### src/rtl/module_total_window_acc_pkg.sv
// module_total_window_acc_pkg: shared state type, counter width and saturating-add helper
package module_total_window_acc_pkg;
  typedef enum logic [1:0] {IDLE, ACCUM, HOLD} win_state_t;
  localparam int CNT_W = 4;
  typedef struct packed {
    logic [31:0] sum;
    logic ovf;
  } sat_res_t;
  function automatic sat_res_t sat_add(input logic [31:0] acc, input logic [31:0] val, input int unsigned w);
    logic [32:0] s;
    logic [32:0] m;
    sat_res_t r;
    s = {1'b0, acc} + {1'b0, val};
    m = (33'd1 << w) - 33'd1;
    r.ovf = s > m;
    r.sum = r.ovf ? m[31:0] : s[31:0];
    return r;
  endfunction
endpackage

### src/rtl/module_total_sat_adder.sv
// module_total_sat_adder: OUT_W-bit combinational adder clamping to all-ones on overflow
module module_total_sat_adder
  import module_total_window_acc_pkg::*;
#(
  parameter int OUT_W = 24
) (
  input  logic [OUT_W-1:0] a,
  input  logic [OUT_W-1:0] b,
  output logic [OUT_W-1:0] sum,
  output logic             ovf
);
  // Low OUT_W+1 bits of the packed result are {sum[OUT_W-1:0], ovf}
  assign {sum, ovf} = (OUT_W + 1)'(sat_add(32'(a), 32'(b), OUT_W));
endmodule

### src/rtl/module_total_window_acc.sv
// module_total_window_acc: sums WINDOW upstream totals into a saturating window result.
// Optional MODULE_TOTAL_WINDOW_ACC_MAX_EN adds out_max, the largest sample in the window.
module module_total_window_acc
  import module_total_window_acc_pkg::*;
#(
  parameter int IN_W   = 16,
  parameter int WINDOW = 4,
  parameter int OUT_W  = 24
) (
  input  logic               clk,
  input  logic               rst,
  input  logic [IN_W-1:0]    in_total,
  input  logic               in_valid,
  output logic               in_ready,
  input  logic               in_flush,
  output logic [OUT_W-1:0]   out_sum,
  output logic [CNT_W-1:0]   out_count,
  output logic               out_sat,
  output logic               out_valid,
  input  logic               out_ready
`ifdef MODULE_TOTAL_WINDOW_ACC_MAX_EN
  ,
  output logic [IN_W-1:0]    out_max
`endif
);
  win_state_t       state;
  logic [OUT_W-1:0] acc;
  logic [OUT_W-1:0] sum;
  logic [CNT_W-1:0] cnt;
  logic [CNT_W-1:0] nxt_cnt;
  logic             sat;
  logic             ovf;
  logic             accept;
  logic             done;
  assign in_ready  = state != HOLD;
  assign accept    = in_valid && in_ready;
  assign nxt_cnt   = cnt + 1'b1;
  assign done      = (nxt_cnt == CNT_W'(WINDOW)) || in_flush;
  assign out_sum   = acc;
  assign out_count = cnt;
  assign out_sat   = sat;
  assign out_valid = state == HOLD;
  // acc is zero in IDLE, so the first sample needs no special path
  module_total_sat_adder #(.OUT_W(OUT_W)) u_add (
    .a  (acc),
    .b  (OUT_W'(in_total)),
    .sum(sum),
    .ovf(ovf)
  );
  always_ff @(posedge clk) begin
    if (rst) begin
      state <= IDLE;
      acc   <= '0;
      cnt   <= '0;
      sat   <= 1'b0;
    end else if (state == HOLD) begin
      if (out_ready) begin
        state <= IDLE;
        acc   <= '0;
        cnt   <= '0;
        sat   <= 1'b0;
      end
    end else if (accept) begin
      acc   <= sum;
      cnt   <= nxt_cnt;
      sat   <= sat | ovf;
      state <= done ? HOLD : ACCUM;
    end else if (in_flush && state == ACCUM) begin
      state <= HOLD;
    end
  end
`ifdef MODULE_TOTAL_WINDOW_ACC_MAX_EN
  always_ff @(posedge clk) begin
    if (rst || (state == HOLD && out_ready)) out_max <= '0;
    else if (accept && in_total > out_max) out_max <= in_total;
  end
`endif
endmodule

### config.mk
export PLATFORM = sky130hd
export DESIGN_NAME = module_total_window_acc
export DESIGN_NICKNAME = d
export VERILOG_FILES = /design/src/rtl/module_total_window_acc_pkg.sv /design/src/rtl/module_total_sat_adder.sv /design/src/rtl/module_total_window_acc.sv
export SDC_FILE = /design/constraint.sdc
export NUM_CORES = 1
export LEC_CHECK = 0
export BUFFER_PORTS_ARGS = -buffer_cell sky130_fd_sc_hd__buf_4
export CORE_UTILIZATION = 30
export CTS_CLUSTER_DIAMETER = 80
export DETAILED_ROUTE_END_ITERATION = 16
export PLACE_DENSITY_LB_ADDON = 0.25
export SYNTH_ARGS = -nofsm -noshare
export SYNTH_HDL_FRONTEND = slang
export SYNTH_SLANG_ARGS = --single-unit
### constraint.sdc
create_clock -name clk -period 3.95 [get_ports clk]
set_input_delay 0.1975 -clock clk [delete_from_list [all_inputs] [get_ports clk]]
set_output_delay 0.1975 -clock clk [all_outputs]
set_load 0.005 [all_outputs]
==> Word-level counts from Yosys, hierarchy flattened <==
Cells that the tools add are included.
{ "classes": {"add_sub_neg": 2, "order_cmp": 1, "eq_ne": 5, "mux": 15, "bitwise_logic": 1, "n_reduce_logical": 7} }
{ "ops": {"columns": ["operator", "count"], "rows": [
  ["$mux 24", 4],
  ["$add 24x16->25", 1],
  ["$gt 25x24->1 const B", 1],
  ["$mux 4", 3],
  ["$mux 2", 5],
  ["$add 4x1->4 const B", 1],
  ["$eq 4x3->1 const B", 1],
  ["$reduce_and 2->1", 2],
  ["$mux 1", 3],
  ["$reduce_bool 3->1", 1],
  ["$eq 2x1->1 const B", 1],
  ["$eq 2x2->1 const B", 1],
  ["$logic_and 1x1->1", 2],
  ["$ne 2x1->1 const B", 1],
  ["$ne 2x2->1 const B", 1],
  ["$reduce_bool 2->1", 1],
  ["$logic_or 1x1->1", 1],
  ["$or 1x1->1", 1]
]} }
{ "word_totals": {"reg_bits": 31, "in_bits": 21, "output_inout_bits": 31} }

==> Depth between registers and ports, before layout <==
{ "logic_depth": {"word_depth": 6, "mapped_depth": 11, "ltp_nobuf": 10} }

==> Hierarchy <==
Synthesis repeated with hierarchy kept, for this count alone.
{ "unflattened": {"cells_unflattened": 335, "hier_area_um2": 2700.1} }
{ "by_module_without_submodules": {"columns": ["module", "n_inst", "cells_each", "area_per_inst_um2", "seq_area_each_um2"], "rows": [
  ["module_total_sat_adder", 1, 208, 1445.1, 0.0],
  ["module_total_window_acc", 1, 127, 1255.0, 620.6]
]} }

==> Worst setup path before layout <==
OpenSTA, ideal clock, no wires.
{ "synth_timing": {"kind": "reg2reg", "startpoint": "register acc[0] (netlist: out_sum[0])", "endpoint": "register acc[18] (netlist: out_sum[18])", "arrival_ns": 2.110, "required_ns": 3.818, "slack_ns": 1.708, "stages_incl_launch_ff": 11, "synth_period_minus_slack_ns": 2.242, "cell_sequence": "dfxtp_1 -> ha_1 -> inv_1 -> fa_1 -> nor2b_4 -> o2111ai_1 -> a21oi_1 -> o21ai_0 -> a211oi_1 -> o21a_1 -> o22ai_1"} }
{ "synth_between": {"elab_chain_len": 5} }
{ "synth_rtl": {"columns": ["element", "line_no", "rtl"], "rows": [
  ["start: declaration", "module_total_window_acc.sv:27", "logic [OUT_W-1:0] acc;"],
  ["start signal: assignment", "module_total_window_acc.sv:64", "acc <= sum;"],
  ["$add 24x16->25 *", "module_total_window_acc_pkg.sv:13", "s = {1'b0, acc} + {1'b0, val};"],
  ["$gt 25x24->1", "module_total_window_acc_pkg.sv:15", "r.ovf = s > m;"],
  ["$mux 24 *", "module_total_window_acc_pkg.sv:16", "r.sum = r.ovf ? m[31:0] : s[31:0];"],
  ["$mux 24 *", "module_total_window_acc.sv:63", "end else if (accept) begin"],
  ["$mux 24 *", "module_total_window_acc.sv:56", "end else if (state == HOLD) begin"]
]} }
Every way passes the cells marked *; elsewhere a longest branch is shown, timed or not. The select of a mux whose other input is x is not followed.
A chain may end at the register's enable or synchronous reset.

==> Worst setup path after layout <==
{ "layout_timing": {"startpoint": "register acc[0] (netlist: out_sum[0])", "endpoint": "register acc[23] (netlist: out_sum[23])"} }
The elaborated chain is that of the path after synthesis.

==> impl_metrics.env <==
export IMPL_vias_per_cell=5.098
export IMPL_synth_nets=330
export IMPL_die_width_um=88.31
export IMPL_io_buffers=51
export IMPL_clk_latency_ps=300
export IMPL_powerDensity_nw_per_um2=393.7
export IMPL_detailedPlacementHpwl_um=4612
export IMPL_cp_end_kind="flop"
export IMPL_hold_path_depth=2
export IMPL_firstDrtPassIters=4
export IMPL_synth_simple_gate_area_share_pct=22.45
export IMPL_path_clk_slew_ps=80
export IMPL_regArea_um2=620.6
export IMPL_finalClockSkew_ps=12.54
export IMPL_report_final_slew_viol_count=0
export IMPL_cts_hold_buffers=0
export IMPL_syn2layout_area_growth_pct=25.36
export IMPL_r2r_cells=10
export IMPL_finalNetCount=382
export IMPL_io_pins=52
export IMPL_cts_tree="yes"
export IMPL_hold_start="rst"
export IMPL_async_flop_share_pct=0
export IMPL_finalSetupTns_ps=0
export IMPL_grt_pass1_vias=2136
export IMPL_worstPathRequired_ps=4160
export IMPL_fp_dieH_um=88.31
export IMPL_cts_buffers=5
export IMPL_hold_violations=0
export IMPL_ys_seq_elements=31
export IMPL_synth_top_family_by_area="compound AO/OA/AOI/OAI gates"
export IMPL_synth_edff_count=0
export IMPL_synth_xor_area_share_pct=5.879
export IMPL_synth_top_area_share_pct=27.77
export IMPL_initial_utilization_pct=30.97
export IMPL_min_period_ps=2801
export IMPL_grt_overflow=0
export IMPL_grt_pass1_wl_um=9977
export IMPL_clockBufferDepth=2
export IMPL_cts_resized=0
export IMPL_setup_viol=0
export IMPL_fin_ws_ps=1149
export IMPL_cap_viol_max_count=0
export IMPL_routed_wl_um=6066
export IMPL_worst_ep_arrival_time_ps=3010
export IMPL_peakVddDrop_mv=0.1529
export IMPL_place_congestion=0.8337
export IMPL_ys_warn_count=0
export IMPL_p_leak_nw=1.219
export IMPL_crit_type="flop to flop"
export IMPL_status="complete, no violations"
export IMPL_synth_area_top_cells="dfxtp_1, ha_1, nand2_1, a21oi_1, xnor2_1"
export IMPL_ys_seq_area_share_pct=27.77
export IMPL_tightest_slew_ps=795.2
export IMPL_synth_flop_cell="dfxtp_1"
export IMPL_hold_class="primary input to flop"
export IMPL_rrSetupSlack_ps=1150
export IMPL_detail_route_antenna_nets=0
export IMPL_antenna_found_initial=0
export IMPL_path_max_fanout=18
export IMPL_netlist_instances=290
export IMPL_synth_adder_area_share_pct=11.42
export IMPL_synthesis_area_um2=2235
export IMPL_pre_cts_ws_ps=1171
export IMPL_dieArea_um2=7798
export IMPL_drt_initial_drc_count=56
export IMPL_antennaDiodeCount=0
export IMPL_drive_gt1_share_pct=21.93
export IMPL_num_rows=31
export IMPL_syn_area_per_cell_um2=7.706
export IMPL_fill_cells=809
export IMPL_critPathLaunchType="flop"
export IMPL_routedWlPerCell_um=13.76
export IMPL_multiInputGateArea_um2=1530
export IMPL_synth_compound_area_share_pct=28.72
export IMPL_synth_area_leader_cell="dfxtp_1"
export IMPL_core_area_um2=7214
export IMPL_cts_htree_levels=2
export IMPL_final_cell_mix="nand2_1, buf_4, dfxtp_1"
export IMPL_fin_util_pct=38.83
export IMPL_max_freq_mhz=357.0
export IMPL_max_slew_margin_pct=46.79
export IMPL_track_usage_pct=16.35
export IMPL_hold_path_end="out_sum[15]$_SDFFE_PP0P_"
export IMPL_rr_endpoint="out_sum[23]$_SDFFE_PP0P_"
export IMPL_vias=2248
export IMPL_drcViolationCount=0
export IMPL_postCtsSetupBuffers=0
export IMPL_r2r_start="out_sum[0]$_SDFFE_PP0P_"
export IMPL_rsz0062_at_grt="false"
export IMPL_fin_crit_sh_pct=70.91
export IMPL_cts_sinks=31
export IMPL_synth_mux_area_share_pct=0
export IMPL_yosys_cell_types_count=51
export IMPL_clockRootBuffer="clkbuf_8"
export IMPL_grt_max_degree=19
[through the flow]
step / hold slack, ps / total power [mW] / instances / cell area (um2)
floorplan: 411.4 / 0.7004 / 290 / 2235
global placement: 444.4 / 0.8410 / 434 / 2714
detailed placement: 451.7 / 0.8411 / 434 / 2714
CTS: 164.0 / 1.113 / 441 / 2801
global route: 167.5 / 1.184 / 441 / 2801
finish: 165.7 / 1.103 / 441 / 2801
[worst max-delay path, cell delays in order (launching register included)]
cell and delay, ps:
dfxtp_1 360, ha_1 170, inv_1 50, fa_1 430
nor2b_4 140, o2111ai_1 220, a21oi_2 280, o311ai_4 140
a21oi_4 500, nand2_1 270, o2111ai_1 150
[metal layers]
| layer | routed length [um] | track usage (%) |
|---|---|---|
| met1 | 2845 | 20.81 |
| met2 | 2817 | 26.92 |
| met3 | 320 | 3.545 |
| met4 | 83 | 6.452 |
| met5 | 0 | 0 |
[final cells by class]
class | count | share of cell area [%]
clock buffer | 6 | 2.948
clock inverter | 1 | 0.1787
inverter | 11 | 1.474
multi-input combinational | 240 | 54.62
sequential | 31 | 22.15
tap | 99 | 4.422
timing repair buffer | 53 | 14.20
[registers in the layout, summed over array words and instances, names as in the netlist]
name       count
out_count      4
out_sat        1
out_sum       24
state          2
[report_power, final]
group          switching (mW)  leakage (nW)  internal, mW
Clock                   0.130        0.0470         0.137
Combinational           0.249         0.919         0.206
Sequential             0.0316         0.253         0.349
Total                   0.411          1.22         0.692
[Yosys cell counts (5+ instances only)]
cell type,n
a21oi_1,29
dfxtp_1,31
ha_1,18
inv_1,11
nand2_1,53
nand3_1,6
nand4_1,5
nor2_1,18
o211ai_1,5
o21ai_0,15
o21ai_1,10
o22ai_1,5
xnor2_1,11
[how the worst max path moves through the flow]
stage	end	startpoint	slack, ps	cells after the start
6_report	out_sum[23]$_SDFFE_PP0P_	out_sum[0]$_SDFFE_PP0P_	1150	10
5_1_grt	out_sum[9]$_SDFFE_PP0P_	out_sum[0]$_SDFFE_PP0P_	920	10
4_1_cts	out_sum[23]$_SDFFE_PP0P_	out_sum[0]$_SDFFE_PP0P_	1130	10
3_5_place_dp	out_sum[9]$_SDFFE_PP0P_	out_sum[0]$_SDFFE_PP0P_	1170	10
2_1_floorplan	out_sum[18]$_SDFFE_PP0P_	out_sum[0]$_SDFFE_PP0P_	1710	10
3_3_place_gp	out_sum[23]$_SDFFE_PP0P_	out_sum[0]$_SDFFE_PP0P_	1270	10
[cell families (layout without fill, tap and decap cells)]
family	Yosys count	count (layout)
buffers and inverters	19	71
AO/OA/AOI/OAI	96	96
AND/OR/NAND/NOR	109	109
XOR/XNOR	15	15
adder cells (fa/ha/maj)	20	20
flip-flops	31	31
No activity file was read; power rests on OpenSTA's default activity.
